==> src/rtl/alu_pkg.sv <==
// Shared types for the pipelined ALU: opcode encoding and controller states.
package alu_pkg;

    typedef enum logic [2:0] {
        OP_AND  = 3'd0,
        OP_ADD  = 3'd1,
        OP_SUB  = 3'd2,
        OP_SLT  = 3'd3,
        OP_SLL  = 3'd4,
        OP_SRL  = 3'd5,
        OP_SRA  = 3'd6,
        OP_RSVD = 3'd7
    } alu_op_e;

    typedef enum logic {
        ST_IDLE = 1'b0,
        ST_MUL  = 1'b1
    } state_e;

endpackage

==> src/rtl/alu_core.sv <==
// Combinational ALU datapath: result and flags for every opcode.
// OP_RSVD reports illegal with z=0; the pipe decides whether that code means MUL.
module alu_core
    import alu_pkg::*;
#(
    parameter int WIDTH = 32
) (
    input  alu_op_e          op,
    input  logic [WIDTH-1:0] x,
    input  logic [WIDTH-1:0] y,
    output logic [WIDTH-1:0] z,
    output logic             equal,
    output logic             overflow,
    output logic             zero,
    output logic             illegal
);

    localparam int SHAMT_W = $clog2(WIDTH);

    logic [SHAMT_W-1:0] shamt;
    logic [WIDTH-1:0]   sum;
    logic [WIDTH-1:0]   diff;

    assign shamt = y[SHAMT_W-1:0];
    assign sum   = x + y;
    assign diff  = x - y;

    // NOTE: every output of this block gets a default first, so no path can infer a latch.
    always_comb begin
        z        = '0;
        overflow = 1'b0;
        illegal  = 1'b0;
        case (op)
            OP_AND: z = x & y;
            OP_ADD: begin
                z        = sum;
                overflow = (x[WIDTH-1] == y[WIDTH-1]) && (sum[WIDTH-1] != x[WIDTH-1]);
            end
            OP_SUB: begin
                z        = diff;
                overflow = (x[WIDTH-1] != y[WIDTH-1]) && (diff[WIDTH-1] != x[WIDTH-1]);
            end
            OP_SLT: z = {{(WIDTH-1){1'b0}}, ($signed(x) < $signed(y))};
            OP_SLL: z = x << shamt;
            OP_SRL: z = x >> shamt;
            OP_SRA: z = $signed(x) >>> shamt;
            default: illegal = 1'b1;
        endcase
    end

    assign equal = (x == y);
    assign zero  = (z == '0);

endmodule

==> src/rtl/alu_pipe.sv <==
// Registered ALU with valid/ready on both sides; one op in flight at a time.
// Define ALU_MUL_EN to turn the reserved opcode into an iterative shift-add multiply.
module alu_pipe
    import alu_pkg::*;
#(
    parameter int WIDTH = 32,
    parameter int CNT_W = 16
) (
    input  logic             clk,
    input  logic             rst_n,
    input  logic             in_valid,
    output logic             in_ready,
    input  alu_op_e          in_op,
    input  logic [WIDTH-1:0] in_x,
    input  logic [WIDTH-1:0] in_y,
    output logic             out_valid,
    input  logic             out_ready,
    output logic [WIDTH-1:0] out_z,
    output logic             out_equal,
    output logic             out_overflow,
    output logic             out_zero,
    output logic             out_illegal,
    output logic [CNT_W-1:0] illegal_cnt
);

    state_e           state_q, state_d;
    logic             out_valid_q, out_valid_d;
    logic [WIDTH-1:0] out_z_q, out_z_d;
    logic             out_equal_q, out_equal_d;
    logic             out_overflow_q, out_overflow_d;
    logic             out_zero_q, out_zero_d;
    logic             out_illegal_q, out_illegal_d;
    logic [CNT_W-1:0] illegal_cnt_q, illegal_cnt_d;

    logic [WIDTH-1:0] core_z;
    logic             core_equal, core_overflow, core_zero, core_illegal;
    logic             accept, take_core;

    alu_core #(.WIDTH(WIDTH)) u_core (
        .op       (in_op),
        .x        (in_x),
        .y        (in_y),
        .z        (core_z),
        .equal    (core_equal),
        .overflow (core_overflow),
        .zero     (core_zero),
        .illegal  (core_illegal)
    );

    assign in_ready = rst_n & (state_q == ST_IDLE) & (~out_valid_q | out_ready);
    assign accept   = in_valid & in_ready;

`ifdef ALU_MUL_EN
    localparam int SHAMT_W = $clog2(WIDTH);
    localparam logic [SHAMT_W:0] ITER_DONE = (SHAMT_W + 1)'(WIDTH);

    logic [2*WIDTH-1:0] mcand_q, mcand_d;
    logic [2*WIDTH-1:0] acc_q, acc_d;
    logic [WIDTH-1:0]   mplier_q, mplier_d;
    logic [SHAMT_W:0]   iter_q, iter_d;
    logic               mul_eq_q, mul_eq_d;
    logic               start_mul;

    assign start_mul = accept & (in_op == OP_RSVD);
    assign take_core = accept & ~start_mul;
`else
    assign take_core = accept;
`endif

    always_comb begin
        state_d        = state_q;
        out_valid_d    = out_valid_q;
        out_z_d        = out_z_q;
        out_equal_d    = out_equal_q;
        out_overflow_d = out_overflow_q;
        out_zero_d     = out_zero_q;
        out_illegal_d  = out_illegal_q;
        illegal_cnt_d  = illegal_cnt_q;
`ifdef ALU_MUL_EN
        mcand_d  = mcand_q;
        acc_d    = acc_q;
        mplier_d = mplier_q;
        iter_d   = iter_q;
        mul_eq_d = mul_eq_q;
`endif

        if (out_valid_q && out_ready) out_valid_d = 1'b0;

        // A new op overrides the drop above, giving back-to-back issue.
        if (take_core) begin
            out_valid_d    = 1'b1;
            out_z_d        = core_z;
            out_equal_d    = core_equal;
            out_overflow_d = core_overflow;
            out_zero_d     = core_zero;
            out_illegal_d  = core_illegal;
            if (core_illegal && !(&illegal_cnt_q)) illegal_cnt_d = illegal_cnt_q + 1'b1;
        end

`ifdef ALU_MUL_EN
        if (start_mul) begin
            state_d  = ST_MUL;
            mcand_d  = {{WIDTH{1'b0}}, in_x};
            mplier_d = in_y;
            acc_d    = '0;
            iter_d   = '0;
            mul_eq_d = core_equal;
        end

        if (state_q == ST_MUL) begin
            if (iter_q != ITER_DONE) begin
                if (mplier_q[0]) acc_d = acc_q + mcand_q;
                mcand_d  = mcand_q << 1;
                mplier_d = mplier_q >> 1;
                iter_d   = iter_q + 1'b1;
            end else begin
                state_d        = ST_IDLE;
                out_valid_d    = 1'b1;
                out_z_d        = acc_q[WIDTH-1:0];
                out_equal_d    = mul_eq_q;
                out_overflow_d = |acc_q[2*WIDTH-1:WIDTH];
                out_zero_d     = (acc_q[WIDTH-1:0] == '0);
                out_illegal_d  = 1'b0;
            end
        end
`endif
    end

    // NOTE: state is updated with non-blocking assignments so every flop samples pre-edge values.
    always_ff @(posedge clk) begin
        if (!rst_n) begin
            state_q        <= ST_IDLE;
            out_valid_q    <= 1'b0;
            out_z_q        <= '0;
            out_equal_q    <= 1'b0;
            out_overflow_q <= 1'b0;
            out_zero_q     <= 1'b0;
            out_illegal_q  <= 1'b0;
            illegal_cnt_q  <= '0;
        end else begin
            state_q        <= state_d;
            out_valid_q    <= out_valid_d;
            out_z_q        <= out_z_d;
            out_equal_q    <= out_equal_d;
            out_overflow_q <= out_overflow_d;
            out_zero_q     <= out_zero_d;
            out_illegal_q  <= out_illegal_d;
            illegal_cnt_q  <= illegal_cnt_d;
        end
    end

`ifdef ALU_MUL_EN
    // NOTE: multiplier datapath is not reset; it is fully loaded on start and only read in ST_MUL.
    always_ff @(posedge clk) begin
        mcand_q  <= mcand_d;
        acc_q    <= acc_d;
        mplier_q <= mplier_d;
        iter_q   <= iter_d;
        mul_eq_q <= mul_eq_d;
    end
`endif

    assign out_valid    = out_valid_q;
    assign out_z        = out_z_q;
    assign out_equal    = out_equal_q;
    assign out_overflow = out_overflow_q;
    assign out_zero     = out_zero_q;
    assign out_illegal  = out_illegal_q;
    assign illegal_cnt  = illegal_cnt_q;

endmodule
==> config.mk <==
export PLATFORM = sky130hd
export DESIGN_NAME = alu_pipe
export DESIGN_NICKNAME = d
export VERILOG_FILES = /design/src/rtl/alu_pkg.sv /design/src/rtl/alu_core.sv /design/src/rtl/alu_pipe.sv
export SDC_FILE = /design/constraint.sdc
export NUM_CORES = 1
export LEC_CHECK = 0
export CAP_MARGIN = 20
export CORE_ASPECT_RATIO = 0.5
export CORE_MARGIN = 5
export CORE_UTILIZATION = 55
export CTS_CLUSTER_DIAMETER = 100
export CTS_CLUSTER_SIZE = 24
export DETAILED_ROUTE_END_ITERATION = 16
export HOLD_SLACK_MARGIN = 0.15
export PLACE_DENSITY = 0.78
export SLEW_MARGIN = 20
export SYNTH_ARGS = -nofsm -noshare
export SYNTH_HDL_FRONTEND = slang
export SYNTH_SLANG_ARGS = --single-unit
==> constraint.sdc <==
create_clock -name clk -period 8.55 [get_ports clk]
set_input_delay 1.71 -clock clk [delete_from_list [all_inputs] [get_ports clk]]
set_output_delay 1.71 -clock clk [all_outputs]
set_load 0.02 [all_outputs]
After elaboration in Yosys (flattened, before gate mapping)
Cells that the tools add are included.

Register bits after elaboration: 53. Bits of input ports: 71. Output and inout bits: 54. Logic and storage cells: 46.

Add/sub/neg operators: 3. Order comparisons: 1. Equality and inequality tests: 11. Shift-type cells: 3. Multiplexer cells: 5. Bitwise gates (word level): 5. Reductions and logical operators: 11.

Operators with widths (count): 32-bit case mux with 7 select lines (1); 32-bit adder (1); 32-bit bitwise AND (1); 32-bit == test (1); 32-bit zero test (1); 32-bit less-than comparator (1); 32-bit by 5-bit left shift with 32-bit output (1); 32-bit by 5-bit >> shifter with 32-bit output (1); 32-bit by 5-bit >>> shifter with 32-bit output (1); 32-bit subtractor (1); 16-bit by 1-bit adder with 16-bit output (second input constant) (1); 16-bit AND reduction (1); 3-bit == test (second input constant) (3); 7-bit OR reduction (1); 3-bit by 2-bit == test with 1-bit output (second input constant) (2); 1-bit logical AND (4); 3-bit by 1-bit == test with 1-bit output (second input constant) (1); 3-bit zero test (1); 1-bit 2-to-1 mux (3); 1-bit != test (3); 1-bit bitwise AND (2); 1-bit case mux with 2 select lines (1); 2-bit AND reduction (1); 2-bit nonzero test (1); 4 further kinds (4).

Logic depth before layout (Yosys ltp)
Depth in word-level cells: 5. Gate-level depth with buffers: 17. Gate-level depth less buffers: 14.

By module
Synthesis repeated with hierarchy kept, for this count alone.

Cell total of the unflattened synthesis: 1530. Area total of the unflattened synthesis: 10984.3 µm².

Modules (own cells, without submodules): alu_core (instances 1, cells each 1266, area each 8841.0 µm²); alu_pipe (instances 1, cells each 264, area each 2143.3 µm²).

Worst setup path after synthesis
Ideal clock, no wire load.

Kind: input to register. Start point: input in_y[2]. End point: register out_zero_q, in the netlist out_zero. Data arrival time: 5691 ps. Slack: 2775 ps. Stages on the path: 17. Cells stage by stage: buf_4 > clkinv_1 > clkbuf_1 > clkbuf_1 > ha_1 > buf_2 > o21ba_2 > or4_1 > a31o_2 > a211o_1 > a211oi_2 > xnor2_1 > o21ai_0 > a21oi_1 > nand3_1 > or4_1 > o31ai_2.

Cells in the longest elaborated chain, start to end: 3. Elaborated cells between the ends (all ways): 9. Those cells by class: add/sub (2); order compare (1); shift (3); mux (1); bitwise (1); reduce/logical (1).

Ends and longest elaborated chain: start: declaration (RTL line alu_pipe.sv:15) `input logic [WIDTH-1:0] in_y,`; 32-bit subtractor (tied with other cells) (RTL line alu_core.sv:26) `assign diff = x - y;`; 32-bit case mux with 7 select lines (*) (RTL line alu_core.sv:33) `case (op)`; 32-bit zero test (*) (RTL line alu_core.sv:52) `assign zero = (z == '0);`; end signal: assignment (RTL line alu_pipe.sv:146) `out_zero_q <= out_zero_d;`; end: declaration (RTL line alu_pipe.sv:31) `logic out_zero_q, out_zero_d;`.

Mark *: on every way between the ends. The rest lies on a longest branch, timed or not. A chain may end at the register's enable or synchronous reset.

Worst setup path after layout
Start point: input in_y[1]. End point: register out_zero_q, in the netlist out_zero.

Same word-level chain as after synthesis.

==> impl_metrics.csv <==
group,metric,value,unit
clock_network,cts_max_path_buffers,2,
placed_design,hpwlAfterDp,43.51,mm
global_route,grt_first_pass_wirelength,81.77,mm
die,die_area,24160,µm²
synthesis,synth_edf_count,0,
cells_and_area,final_common_cell,"nand2_1",
clock_network,clk_latency,290,ps
cells_and_area,drive_gt1_share,8.100,%
placed_design,place_area,12650,µm²
clock_network,cts_hold_buffers,0,
cells_and_area,mostFrequentLayoutCells,"nand2_1 (183), a21oi_1 (136), nor2_1 (121), clkdlybuf4s50_1 (120), mux2i_1 (92)",
placed_design,port_buffers,124,
global_route,grt_start_max_net_pins,73,
clock_network,cts_sinks,53,
clock_network,cts_inserted_buffers,5,
synthesis,postSynthAreaPerCell,7.140,µm²
timing,relSlewSlack,21.23,%
synthesis,synth_area_leader_cell,"dfxtp_1",
worst_setup_path,critical_path_class,"input port to flop",
worst_setup_path,rr_startpoint,"out_valid$_SDFFE_PN0P_",
worst_setup_path,end_kind,"flop",
synthesis,synth.distinct_cells,85,
flow_run,drv_cap,0,
route,drtIter0Drc,2573,
synthesis,async_flop_share,0,%
global_route,antenna_found_initial,2,
cells_and_area,diodes,0,
synthesis,ys_top_cells_by_area,"dfxtp_1 (9.2%), mux2i_1 (8.0%), ha_1 (7.2%), nand2_1 (5.9%), a21oi_1 (5.9%)",
global_route,grt_use_total,43.06,%
route,vias,14410,
worst_setup_path,required,8770,ps
route,routed-wl-met3,10.08,mm
worst_setup_path,crit_arrival,7020,ps
route,met1Wirelength,21.74,mm
worst_hold_path,worstHoldStart,"out_z[4]$_SDFFE_PN0P_",
timing,rsz0062_at_grt,"no",
route,ant_nets,0,
clock_network,cts_setup_buffers,0,
power_and_ir_drop,p_leak,4.954,nW
die,ioPinCount,125,
synthesis,ys_seq_elements,53,
clock_network,cts_resized,0,
worst_setup_path,path_max_fanout,72,
global_route,grt_overflow,0,
placed_design,dpl.cell_count,1907,
route,via_per_inst,7.525,
synthesis,syn_inst,1617,
timing,slew_violations,0,
timing,fmax,146.9,MHz
cells_and_area,final-instance-count-excl-fill,1915,
outcome,outcome,"completed",
synthesis,yosysTopAreaCellShare,9.190,%
clock_network,ctsRootBufferMaster,"clkbuf_16",
global_route,grt_pass1_vias,13120,
power_and_ir_drop,peakVddDrop,0.0001190,V
clock_network,cts_tree,"done",
synthesis,syn-num-nets,1756,
clock_network,path_clk_slew,60,ps
worst_setup_path,rrSetupSlack,5270,ps
timing,finalHoldViolations,0,
route,wire_per_inst,29.10,µm
cells_and_area,fin_nets,1780,
route,remaining_drc_errors,0,
timing,skew,1.731,ps
timing,tightest_slew,1178,ps
power_and_ir_drop,pwr_density_cell,102.2,nW/µm²
worst_setup_path,reg2regPathDepth,12,
route,drt_wl_total,55.73,mm
timing,setup_tns,0,ps
die,die_w,214.9,µm
route,first_pass_iters,9,
timing,fin_crit,6809,ps
synthesis,seq_area_frac_synth,9.190,%
die,die_h,112.4,µm
route,top_layer_used,"met5",
clock_network,ctsHtreeMaxLevel,2,
die,core,20600,µm²
placed_design,gp_congestion,1.130,
worst_hold_path,worst_hold_path_type,"flop to flop",
timing,fin_crit_sh,79.64,%
synthesis,dominantRegCellSynth,"dfxtp_1",
cells_and_area,design_area,12790,µm²
cells_and_area,area_growth,10.78,%
worst_setup_path,cp-start-kind,"input port",
worst_hold_path,worstHoldEndpoint,"out_z[4]$_SDFFE_PN0P_",
die,initial_core_util,56.04,%
worst_setup_path,worstReg2RegEnd,"out_zero$_SDFFE_PN0P_",
route,met2_length,21.80,mm
synthesis,syn_area,11540,µm²
timing,finalSetupViolations,0,
worst_hold_path,holdPathStages,2,
synthesis,ys.warnings.count,0,
die,fp-row-count,37,
## worst max path at each step
stage	startpoint	endpoint	slack [ps]	cells after the start
finish	in_y[1]	out_zero$_SDFFE_PN0P_	1740	14
global route	in_y[1]	out_zero$_SDFFE_PN0P_	1580	14
CTS	in_y[1]	out_zero$_SDFFE_PN0P_	1970	14
detailed placement	in_y[1]	out_zero$_SDFFE_PN0P_	1690	14
global placement	in_y[1]	out_zero$_SDFFE_PN0P_	1870	14
floorplan	in_y[2]	out_zero$_SDFFE_PN0P_	2780	17
## flip-flops by register name, summed over array words and instances (netlist names)
signal and flops:
illegal_cnt 16, out_equal 1, out_illegal 1, out_overflow 1
out_valid 1, out_z 32, out_zero 1
## where the power goes
group / switching [mW] / internal, mW / total (mW)
clock network: 0.0867 / 0.108 / 0.194
logic: 0.549 / 0.293 / 0.842
registers: 0.00886 / 0.262 / 0.271
## layer usage
layer	GRT usage, %	up-vias
li1	-	6158
met1	57.13	6771
met2	61.69	1234
met3	21.42	243
met4	12.14	4
met5	0	-
## worst max-delay path: stages
cell and delay [ps]:
buf_4 680, inv_1 600, fa_1 600, o21ba_2 240
or4_1 470, a31oi_1 210, o21bai_1 100, and4_1 200
a2111oi_0 870, nand2_1 260, nor4_2 220, nand4_1 180
or4_1 450, o31ai_2 210
## cell families (layout without fill, tap and decap cells)
kind of cell | after synthesis | count (layout) | synth area share, %
AOI/OAI and AO/OA | 522 | 522 | 31.02
adders and majority gates | 68 | 68 | 7.500
and+or+nand+nor | 584 | 584 | 24.43
xor gates and xnor gates | 30 | 30 | 2.276
DFF | 53 | 53 | 9.190
muxes | 161 | 161 | 17.80
buffers and inverters | 199 | 224 | 7.792
## through the flow
step           utilization, %  total power [mW]  setup WS [ps]  hold WS, ps
5_1_grt                 62.08             1.350           1578        485.1
4_1_cts                 62.08             1.262           1966        460.1
3_3_place_gp            61.40             1.057           1870        439.6
2_1_floorplan               -            0.7880           2775        528.4
6_report                62.08             1.307           1741        460.4
3_5_place_dp            61.40             1.067           1686        451.0
## cells in the mapped netlist (32+ instances only)
library cell	number
mux2_2	37
ha_1	66
mux2i_1	92
nor3_1	39
nand2_1	183
a21oi_1	136
dfxtp_1	53
inv_1	69
o21ai_0	84
nor2_1	122
clkbuf_1	62
nand3_1	80
buf_2	32
## layout make-up
class / count / area, µm²
multi-input combinational: 1365 / 9609
clock buffer: 6 / 128.9
sequential: 53 / 1061
timing repair buffer: 142 / 1361
clock inverter: 2 / 10.01
inverter: 74 / 277.8
tap: 273 / 341.6
fill: 1885 / 7811
No activity file was read; power rests on OpenSTA's default activity.
